===== config.mk =====
export PLATFORM = sky130hd
export DESIGN_NAME = dmem_req_unit
export DESIGN_NICKNAME = d
export VERILOG_FILES = /design/src/rtl/dmem_req_unit.sv
export SDC_FILE = /design/constraint.sdc
export NUM_CORES = 1
export LEC_CHECK = 0
export CAP_MARGIN = 20
export CORE_AREA = 3 3 98 100
export CTS_CLUSTER_DIAMETER = 60
export DETAILED_ROUTE_END_ITERATION = 10
export DIE_AREA = 0 0 101 103
export PLACE_DENSITY = 0.9
export SYNTH_ARGS = -nofsm -noshare
export SYNTH_HDL_FRONTEND = slang
export SYNTH_SLANG_ARGS = --single-unit

===== constraint.sdc =====
create_clock -name clk_i -period 2.3 [get_ports clk_i]
set_input_delay 0.345 -clock clk_i [delete_from_list [all_inputs] [get_ports clk_i]]
set_output_delay 0.345 -clock clk_i [all_outputs]
set_load 0.005 [all_outputs]

===== src/rtl/dmem_req_unit.sv =====
`default_nettype none
// ============================================================================
// Module   : dmem_req_unit
// Brief    : Data-memory request FSM (IDLE/REQ/WAIT) with alignment, byte
//            lanes, flush suppression and response timeout.
// Revision : 1.0
// ============================================================================
module dmem_req_unit #(
    parameter int unsigned MAX_WAIT = 16
) (
    input  logic        clk_i,
    input  logic        rst_ni,
    input  logic        req_valid_i,
    output logic        req_ready_o,
    input  logic        req_we_i,
    input  logic [31:0] req_addr_i,
    input  logic [31:0] req_wdata_i,
    input  logic [1:0]  req_width_i,
    input  logic        flush_i,
    output logic        dmem_req_o,
    input  logic        dmem_gnt_i,
    input  logic        dmem_rvalid_i,
    output logic        dmem_we_o,
    output logic [31:0] dmem_addr_o,
    output logic [3:0]  dmem_be_o,
    output logic [31:0] dmem_wdata_o,
    output logic        done_o,
    output logic        misalign_o,
    output logic        timeout_o,
    output logic        busy_o
);

    localparam logic [1:0] S_IDLE = 2'd0;
    localparam logic [1:0] S_REQ  = 2'd1;
    localparam logic [1:0] S_WAIT = 2'd2;

    localparam logic [7:0] C_MAX_WAIT = 8'(MAX_WAIT);

    logic [1:0]  r_state;
    logic        r_we;
    logic [31:0] r_addr;
    logic [3:0]  r_be;
    logic [31:0] r_wdata;
    logic [7:0]  r_cnt;
    logic        r_suppress;
    logic        r_done;
    logic        r_misalign;
    logic        r_timeout;

    logic        w_accept;
    logic        w_misalign;
    logic [3:0]  w_be;
    logic [31:0] w_wdata;
    logic [7:0]  w_cnt_next;
    logic        w_req_done;

    assign w_accept = req_valid_i && (r_state == S_IDLE);

    always_comb begin
        w_misalign = 1'b0;
        w_be       = 4'b0000;
        w_wdata    = req_wdata_i;
        case (req_width_i)
            2'd0: begin
                w_be    = 4'b0001 << req_addr_i[1:0];
                w_wdata = {4{req_wdata_i[7:0]}};
            end
            2'd1: begin
                w_misalign = req_addr_i[0];
                w_be       = 4'b0011 << {req_addr_i[1], 1'b0};
                w_wdata    = {2{req_wdata_i[15:0]}};
            end
            2'd2: begin
                w_misalign = (req_addr_i[1:0] != 2'b00);
                w_be       = 4'b1111;
            end
            default: w_misalign = 1'b1;
        endcase
    end

    // Saturating so a large MAX_WAIT can never alias through a wrap.
    assign w_cnt_next = (r_cnt == 8'hFF) ? r_cnt : r_cnt + 8'd1;

    // Grant and response in the same REQ cycle complete immediately.
    assign w_req_done = (r_state == S_REQ) && dmem_gnt_i && dmem_rvalid_i
                        && !flush_i && !r_suppress;

    always_ff @(posedge clk_i or negedge rst_ni) begin
        if (!rst_ni) begin
            r_state    <= S_IDLE;
            r_we       <= 1'b0;
            r_addr     <= 32'd0;
            r_be       <= 4'd0;
            r_wdata    <= 32'd0;
            r_cnt      <= 8'd0;
            r_suppress <= 1'b0;
            r_done     <= 1'b0;
            r_misalign <= 1'b0;
            r_timeout  <= 1'b0;
        end else begin
            r_done     <= 1'b0;
            r_misalign <= 1'b0;
            r_timeout  <= 1'b0;
            case (r_state)
                S_IDLE: begin
                    if (w_accept) begin
                        if (w_misalign) begin
                            r_misalign <= 1'b1;
                        end else begin
                            r_state    <= S_REQ;
                            r_we       <= req_we_i;
                            r_addr     <= {req_addr_i[31:2], 2'b00};
                            r_be       <= w_be;
                            r_wdata    <= w_wdata;
                            r_suppress <= 1'b0;
                        end
                    end
                end
                S_REQ: begin
                    if (dmem_gnt_i) begin
                        if (dmem_rvalid_i) begin
                            r_state    <= S_IDLE;
                            r_suppress <= 1'b0;
                        end else begin
                            r_state    <= S_WAIT;
                            r_cnt      <= 8'd0;
                            r_suppress <= r_suppress | flush_i;
                        end
                    end else if (flush_i) begin
                        r_state    <= S_IDLE;
                        r_suppress <= 1'b0;
                    end
                end
                S_WAIT: begin
                    if (dmem_rvalid_i) begin
                        r_state    <= S_IDLE;
                        r_done     <= !(r_suppress || flush_i);
                        r_suppress <= 1'b0;
                    end else begin
                        r_cnt <= w_cnt_next;
                        if (w_cnt_next == C_MAX_WAIT) begin
                            r_state    <= S_IDLE;
                            r_timeout  <= 1'b1;
                            r_suppress <= 1'b0;
                        end else begin
                            r_suppress <= r_suppress | flush_i;
                        end
                    end
                end
                default: begin
                    r_state    <= S_IDLE;
                    r_suppress <= 1'b0;
                end
            endcase
        end
    end

    assign req_ready_o  = (r_state == S_IDLE);
    assign busy_o       = (r_state != S_IDLE);
    assign dmem_req_o   = (r_state == S_REQ);
    assign dmem_we_o    = r_we;
    assign dmem_addr_o  = r_addr;
    assign dmem_be_o    = r_be;
    assign dmem_wdata_o = r_wdata;
    assign done_o       = r_done | w_req_done;
    assign misalign_o   = r_misalign;
    assign timeout_o    = r_timeout;

endmodule
`default_nettype wire


# After elaboration in Yosys (flattened, before gate mapping)
# Index checks and enable logic that the tools add are counted.
# Widths: inputs -> output; s select.
dict set report totals {
  register_bits 81
  inputBits 73
  output_inout_bits 75
  elab_cells 79
}
dict set report op_classes {
  addsub 1
  n_eq_ne 13
  n_shift 2
  n_mux 32
  bitwise 3
  n_reduce_logical 18
}
# op n
set op_table {}
lappend op_table {{$pmux 32 s2} 1}
lappend op_table {{$mux 8} 4}
lappend op_table {{$pmux 8 s2} 1}
lappend op_table {{$mux 1} 15}
lappend op_table {{$mux 2} 7}
lappend op_table {{$pmux 4 s3} 1}
lappend op_table {{$add 8x1->8 const B} 1}
lappend op_table {{$eq 8x5->1 const B} 1}
lappend op_table {{$eq 8x8->1 const B} 1}
lappend op_table {{$reduce_and 4->1} 2}
lappend op_table {{$ne 2x2->1 const B} 3}
lappend op_table {{$pmux 1 s3} 2}
lappend op_table {{$pmux 2 s3} 1}
lappend op_table {{$reduce_and 3->1} 2}
lappend op_table {{$reduce_bool 2->1} 3}
lappend op_table {{$logic_and 1x1->1} 5}
lappend op_table {{$eq 2x1->1 const B} 2}
lappend op_table {{$eq 2x2->1 const B} 2}
lappend op_table {{$logic_not 2->1} 2}
lappend op_table {{$ne 2x1->1 const B} 2}
lappend op_table {{$shl 1x2->4 const A} 1}
lappend op_table {{$shl 2x2->4 const A} 1}
lappend op_table {{$logic_not 1->1} 3}
lappend op_table {{$ne 3x2->1 const B} 1}
lappend op_table {{4 further kinds} 5}

# Longest topological paths before layout
# Gate-level depths: netlist (run 1).
dict set report depth {
  depth_word 6
  mapped_depth 9
  depth_no_buf 7
}

# Worst setup path before layout (run 1)
# Ideal clock, no wire load.
dict set report synth_timing {
  kind {register to register}
  startpoint {register r_cnt[0]}
  endpoint {register r_state[1]}
  setup_time_ns 0.128
  t_arrival_ns 1.746
  path_slack_ns 0.426
  stages_incl_launch_ff 7
  n_path_buf 0
  synth_period_minus_slack_ns 1.874
  cell_sequence {dfrtp_1 -> ha_1 -> and4_4 -> mux2_1 -> o211ai_2 -> o211ai_2 -> mux2_1}
}
dict set report synth_via {
  elab_chain_cells 5
}
# item line
set synth_rtl {}
lappend synth_rtl {{start: declaration} 44} ;# logic [7:0] r_cnt;
lappend synth_rtl {{start signal: assignment} 140} ;# r_cnt <= w_cnt_next;
lappend synth_rtl {{$add 8x1->8 or $eq 8x8->1 (tied branches)} 82} ;# assign w_cnt_next = (r_cnt == 8'hFF) ? r_cnt : r_cnt + 8'd1;
lappend synth_rtl {{$mux 8 *} 82}
lappend synth_rtl {{$eq 8x5->1 *} 141} ;# if (w_cnt_next == C_MAX_WAIT) begin
lappend synth_rtl {{$ne 3x3->1 (no line) *} --}
lappend synth_rtl {{$reduce_and 4->1 (no line) *} --}
lappend synth_rtl {{end signal: assignment} 90} ;# r_state <= S_IDLE;
lappend synth_rtl {{end signal: assignment} 142} ;# r_state <= S_IDLE;
lappend synth_rtl {{end signal: assignment} 151} ;# r_state <= S_IDLE;
lappend synth_rtl {{end: declaration} 39} ;# logic [1:0] r_state;
# Every way passes the cells marked *; elsewhere a longest branch is shown, timed or not.
# A chain may end at the register's enable or synchronous reset.

# Worst setup path in the final report (run 1)
dict set report layout_timing {
  startpoint {register r_state[1]}
  endpoint {output done_o}
}
dict set report layout_via {
  elab_chain_cells 6
}
# item line
set layout_rtl {}
lappend layout_rtl {{start signal: assignment} 90}
lappend layout_rtl {{start signal: assignment} 110} ;# r_state <= S_REQ;
lappend layout_rtl {{start signal: assignment} 122} ;# r_state <= S_IDLE;
lappend layout_rtl {{$eq 2x1->1} 85} ;# assign w_req_done = (r_state == S_REQ) && dmem_gnt_i && dmem_rvalid_i
lappend layout_rtl {{$logic_and 1x1->1 (2 in a row)} 85}
lappend layout_rtl {{$logic_and 1x1->1 (2 in a row)} 86} ;# && !flush_i && !r_suppress;
lappend layout_rtl {{$or 1x1->1} 165} ;# assign done_o = r_done | w_req_done;
lappend layout_rtl {{end: declaration} 27} ;# output logic done_o,
# Every way passes these cells.

==> results of run 1 <==
==> synthesized netlist by cell type (all sizes together) <==
cell | count | area, um2
dfrtp | 81 | 2030
mux2 | 42 | 567
nand2 | 38 | 143
o21ai | 38 | 190
mux2i | 25 | 250
a21oi | 18 | 90.1
nor2 | 18 | 67.6
buf | 14 | 111
clkbuf | 10 | 37.5
nand3 | 5 | 25.0
a31oi | 4 | 25.0
and3 | 4 | 25.0
ha | 4 | 50.1
nand2b | 4 | 25.0
inv | 3 | 11.3
nor2b | 3 | 18.8
nor3 | 3 | 26.3
a21o | 2 | 15.0
and2 | 2 | 12.5
nand4 | 2 | 12.5
o211ai | 2 | 25.0
o22ai | 2 | 12.5
o31ai | 2 | 15.0
a2111oi | 1 | 8.76
a22o | 1 | 8.76
a32o | 1 | 10.0
a41o | 1 | 10.0
and4 | 1 | 11.3
conb | 1 | 3.75
nand3b | 1 | 7.51
nor3b | 1 | 12.5
o221a | 1 | 11.3
or2 | 1 | 6.26
==> logic make-up after synthesis <==
| logic type | Yosys count | share of synthesized area |
|---|---|---|
| AND/OR/NAND/NOR | 83 | 0.101 |
| adder cells (fa/ha/maj) | 4 | 0.0129 |
| buffers and inverters | 27 | 0.0414 |
| multiplexers | 67 | 0.211 |
| AO/OA/AOI/OAI | 73 | 0.109 |
| flip-flops | 81 | 0.523 |
| other | 1 | 0.000968 |
==> timing repair <==
| action | in CTS | in global routing |
|---|---|---|
| hold buffers | 1 | 0 |
| setup endpoints to repair | 0 | 0 |
| hold endpoints to repair | 37 | 0 |
==> critical path, cell delays in order, from the launching register on <==
cell	delay, ns
dfrtp_1	0.40
inv_1	0.09
ha_1	0.27
a41o_1	0.20
clkdlybuf4s50_1	0.50
==> routing by layer <==
metal	track usage	routed length (um)	vias to the layer above
li1	-	-	1471
met1	0.236	4060	1488
met2	0.319	4990	108
met3	0.0447	718	13
met4	0.0736	149	0
met5	0	0	-
==> cell type report <==
| cell class | instances | area, um2 | share of cell area |
|---|---|---|---|
| Sequential cell | 81 | 2030 | 0.357 |
| Multi-Input combinational cell | 229 | 1690 | 0.298 |
| Timing Repair Buffer | 160 | 1600 | 0.282 |
| Clock buffer | 11 | 141 | 0.0249 |
| Tap cell | 108 | 135 | 0.0238 |
| Clock inverter | 5 | 62.6 | 0.0110 |
| Inverter | 3 | 11.3 | 0.00199 |
==> power groups by stage <==
stage / Clock, mW / Sequential [mW] / Combinational (mW)
2_1_floorplan: 0 / 2.43 / 1.08
3_5_place_dp: 0 / 2.41 / 2.81
6_report: 1.06 / 2.40 / 2.78
3_3_place_gp: 0 / 2.39 / 2.72
5_1_grt: 1.15 / 2.48 / 3.01
4_1_cts: 1.09 / 2.40 / 2.83
==> sequential cells by signal, summed over array words and instances (netlist names), 2 cells and up <==
register and cells:
r_cnt 8, dmem_wdata_o 32, dmem_be_o 4, dmem_addr_o 30, r_state 2
==> through the flow <==
stage	power [mW]	cell area [um2]	worst slack (ns)	cells	hold slack (ns)
floorplan	3.50	3880	0.426	337	0.0494
global placement	5.11	5460	0.112	580	0.336
detailed placement	5.23	5460	0.0374	580	0.348
CTS	6.32	5670	0.161	597	0.488
global route	6.64	5670	0.0860	597	0.523
finish	6.24	5670	0.181	597	0.482
==> final timing paths <==
kind / start / slack, ns / depth (start not counted) / endpoint
setup / recovery: r_state[1] / 0.18 / 4 / done_o
hold / removal: dmem_wdata_o[9] / 0.48 / 2 / dmem_wdata_o[9]
setup reg to reg: r_cnt[0] / 0.25 / 6 / r_state[1]
hold reg to reg: dmem_wdata_o[9] / 0.48 / 2 / dmem_wdata_o[9]
max in group asynchronous: rst_ni / 1.18 / 3 / r_cnt[5]
min in group asynchronous: rst_ni / 0.50 / 2 / dmem_addr_o[27]
==> run metrics, run 1 <==
outcome complete, no violations; WP data required 1.96 ns; internal power 4.43 mW; boundary pin count approximately 150; Slew Limit Fails 0; ANT nets after route 0; final core occ 0.647; critical path startpoint category register; Final min period roughly 2.1 ns; Die W around 100 um; NetSw 1.80 mW; Rows 34; commonest non-fill, non-tap cell in the layout clkdlybuf4s50_1; vias per std cell roughly 5.2; CTS HTree Levels 3; clock network power share 0.170; PostCTS Resize Cnt 0; Max clock buf depth 2; Worst-path clk slew 0.08 ns; layout cells sized above 1 0.157; Setup TNS Final 0 ns; critical path type reg2out; Slew @ Worst Pin 0.930 ns; pwr/cell area 1100 mW/mm2; Peak Freq 0.472 GHz; GP Congestion 0.877; CP Max Fanout 5; Clk Latency, worst-skew pair 0.35 ns; core box area between 0.008 and 0.009 mm2; sequential element share of the synthesized area 0.523; Cells after Synth approximately 340; commonest non-fill, non-tap cells in the layout 144 x clkdlybuf4s50_1, 81 x dfrtp_1, 38 x nand2_1, 38 x o21ai_0; synthesis-stage register bit count 81; type of the worst min-delay path reg2reg; maximum vdd ir drop 0.585 mV; clock sink total between 80 and 90; fill count approximately 680; Worst Skew 0.0179 ns; post-DP HPWL 7.39 mm; post-route clock period utilization 0.921; Port Buffers around 150; DIE AREA around 0.010 mm2; vias in the first global route approximately 3.2k; Residual DRC 0; Initial Util 0.442; Total Routing Usage GR 0.189; CTS Root Cell clkbuf_8; area growth from synthesis to layout 46.4%; Worst slew margin 0.378; global-route wire length before repair roughly 15 mm; endpoints failing setup 0; post-CTS setup buffer count 0; Crit. End Element output port; largest net degree at the start of global routing 45; final WL roughly 9.9 mm; First-pass DRT Iterations 4; Synth Cell Area ~0.0039 mm2; count of unique library cells instantiated by Yosys 39; CTS tree built; sequential share of power 0.385; synth warn 0; grt ovf 0; Comb power frac 0.445; CTS Buf Count 9; routed len/inst about 17 um; Arr. time, crit path between 1.5 and 2 ns; Die H a little over 100 um; initial antenna violation count 0; total of max-cap violations 0; antenna cells 0; RSZ-0062 raised after global routing false; syn_area_per_cell around 12 um2; switching share of power 0.289; final hold vios 0; Iter 0 DRT Violations 51; final net count 561; Vias 3080; Leak ~2.5 nW
(Power assumes the default switching activity.)
==> run 2, diff against run 1 <==
Settings changed: CORE_AREA 3 3 98 100 to 2 2 97 99, DIE_AREA 0 0 101 103 to 0 0 99 101.
==> run 2 against run 1 <==
Net effect: count of clock-buffer cells in the layout shrank 1; largest power group unchanged; critical endpoint unchanged; final area barely moved; power is 2.5% higher; first-iteration DRC count up 76%; via count down 0.88%; sequential share of layout area barely moved.
==> run metrics, run 2 (synthesis results as in run 1) <==
GP Congestion 0.876 (-0.14%); commonest non-fill, non-tap cells in the layout 144 x clkdlybuf4s50_1, 81 x dfrtp_1, 38 x nand2_1, 38 x o21ai_0; vias per std cell 5.14 (-0.38%); Critical path origin r_state[1]; Die W 99 um (-2.0%); Peak Freq 0.475 GHz (+0.57%); CTS Buf Count 9 (unchanged); FF-to-FF End r_state[1]; final hold vios 0 (unchanged); critical path type reg2out; Worst slew margin 0.349 (-0.0285); Power Total 6.39 mW (+2.5%); CP Max Fanout 5 (unchanged); Worst Skew 0.00726 ns (-0.0107 ns); post-route clock period utilization 0.916 (-0.00521); Residual DRC 0 (unchanged); Leak 2.53 nW (-0.16%); Cell Chain, Critical Path inv_1 -> ha_1 -> a41o_1 -> clkdlybuf4s50_1; routed len/inst 16.2 um (-2.4%); critical path startpoint category register; vias in the first global route 2988 (-6.6%); layout cells sized above 1 0.149 (-0.00840); Stages on worst setup path 4 (unchanged); Buf/Inv on CP 2 (unchanged); post-DP HPWL 7.02 mm (-5.0%); CP max-delay cell clkdlybuf4s50_1; Port Buffers 145 (unchanged); Iter 0 DRT Violations 90 (+76%); WP data required 1.96 ns (about the same); area growth from synthesis to layout 46.3% (about the same); max reg flops 32 (unchanged); final WL 9.62 mm (-2.9%); global-route wire length before repair 15.2 mm (-2.1%); boundary pin count 148 (unchanged); Slew Limit Fails 0 (unchanged); type of the worst min-delay path in2async; total of max-cap violations 0 (unchanged); antenna cells 0 (unchanged); CTS HTree Levels 3 (unchanged); core box area 0.00898 mm2 (+2.4%); Initial Util 0.431 (-0.0105); RSZ-0062 raised after global routing false; Clk Latency, worst-skew pair 0.35 ns (about the same); Final min period 2.11 ns (-0.0120 ns); Slew @ Worst Pin 0.972 ns (+0.0425 ns); ANT nets after route 0 (unchanged); CTS tree built; Arr. time, crit path 1.76 ns (about the same); outcome complete, no violations; Top Family by Delay on Critical Path buffers and inverters; max incr delay on CP 0.50 ns (about the same); pwr/cell area 1130 mW/mm2 (+2.6%); Rows 35 (+2.9%); reg2reg setup slack 0.24 ns (about the same); Total Routing Usage GR 0.191 (+0.00209); CTS Root Cell clkbuf_8; maximum vdd ir drop 0.686 mV (+17%); initial antenna violation count 0 (unchanged); Crit. End Element output port; final net count 555 (-1.1%); PostCTS Resize Cnt 0 (unchanged); Die H 101 um (-1.9%); endpoints failing setup 0 (unchanged); Setup TNS Final 0 ns (unchanged); Worst-path clk slew 0.09 ns (about the same); post-CTS setup buffer count 0 (unchanged); First-pass DRT Iterations 4 (unchanged); DIE AREA 0.0100 mm2 (-3.9%); largest net degree at the start of global routing 60 (+33%); Max clock buf depth 2 (unchanged); worst-case reg-to-reg path depth 6 (unchanged); grt ovf 0 (unchanged); Reg-to-Reg Start r_cnt[0]; CTS hold repair buffers 0 (-1); commonest non-fill, non-tap cell in the layout clkdlybuf4s50_1; Vias 3053 (-0.88%); clock sink total 81 (unchanged)
-- run 2: cell count changes in the layout (fill, tap and decap cells not counted) --
cell,before,now
buf_4,12,7
bufinv_16,1,3
clkbuf_8,10,9
clkinvlp_4,2,1
dlygate4sd3_1,1,0
-- run 2: cell type report --
cell class / count / area (um2)
timing repair buffer: 154 / 1550
inverter: 3 / 11.3
multi-input combinational: 229 / 1690
sequential: 81 / 2030
clock buffer: 10 / 128
fill: 699 / 3310
clock inverter: 6 / 115
tap: 111 / 139
-- run 2: how the worst max path moves through the flow --
stage	to
2_1_floorplan	r_state[1]
3_3_place_gp	dmem_wdata_o[14]
3_5_place_dp	dmem_wdata_o[14]
4_1_cts	done_o
5_1_grt	done_o
6_report	done_o
-- run 2: metal layers --
layer	global-route usage	wire length, um	vias up
met3	0.0596	717	6
met1	0.255	4200	1476
met5	0	0	-
met4	0.0348	35	0
met2	0.313	4670	116
li1	-	-	1455
-- run 2: power breakdown --
part	switching [mW]	total (mW)	leakage [nW]	internal (mW)
registers	0.358	2.40	1.00	2.04
logic	0.891	2.73	1.41	1.84
clock network	0.536	1.26	0.117	0.728
-- run 2: through the flow --
| step | setup WS (ns) | cell area, um2 | std cells | utilization | hold slack, ns |
|---|---|---|---|---|---|
| after floorplan | 0.426 | 3880 | 337 | - | 0.0494 |
| after global routing | 0.0742 | 5670 | 594 | 0.631 | 0.110 |
| after global placement | 0.186 | 5420 | 578 | 0.604 | 0.457 |
| final | 0.193 | 5670 | 594 | 0.631 | 0.0594 |
| after CTS | 0.161 | 5670 | 594 | 0.631 | 0.0757 |
| after detailed placement | 0.121 | 5420 | 578 | 0.604 | 0.465 |
-- run 2: worst register-to-register path, delay by kind of cell, from the launching register on --
kind / cells / cell delay [ns]
simple gates: 1 / 0.26
mux: 2 / 0.70
compound gates: 2 / 0.32
fa+ha+maj: 1 / 0.24
flops: 1 / 0.42
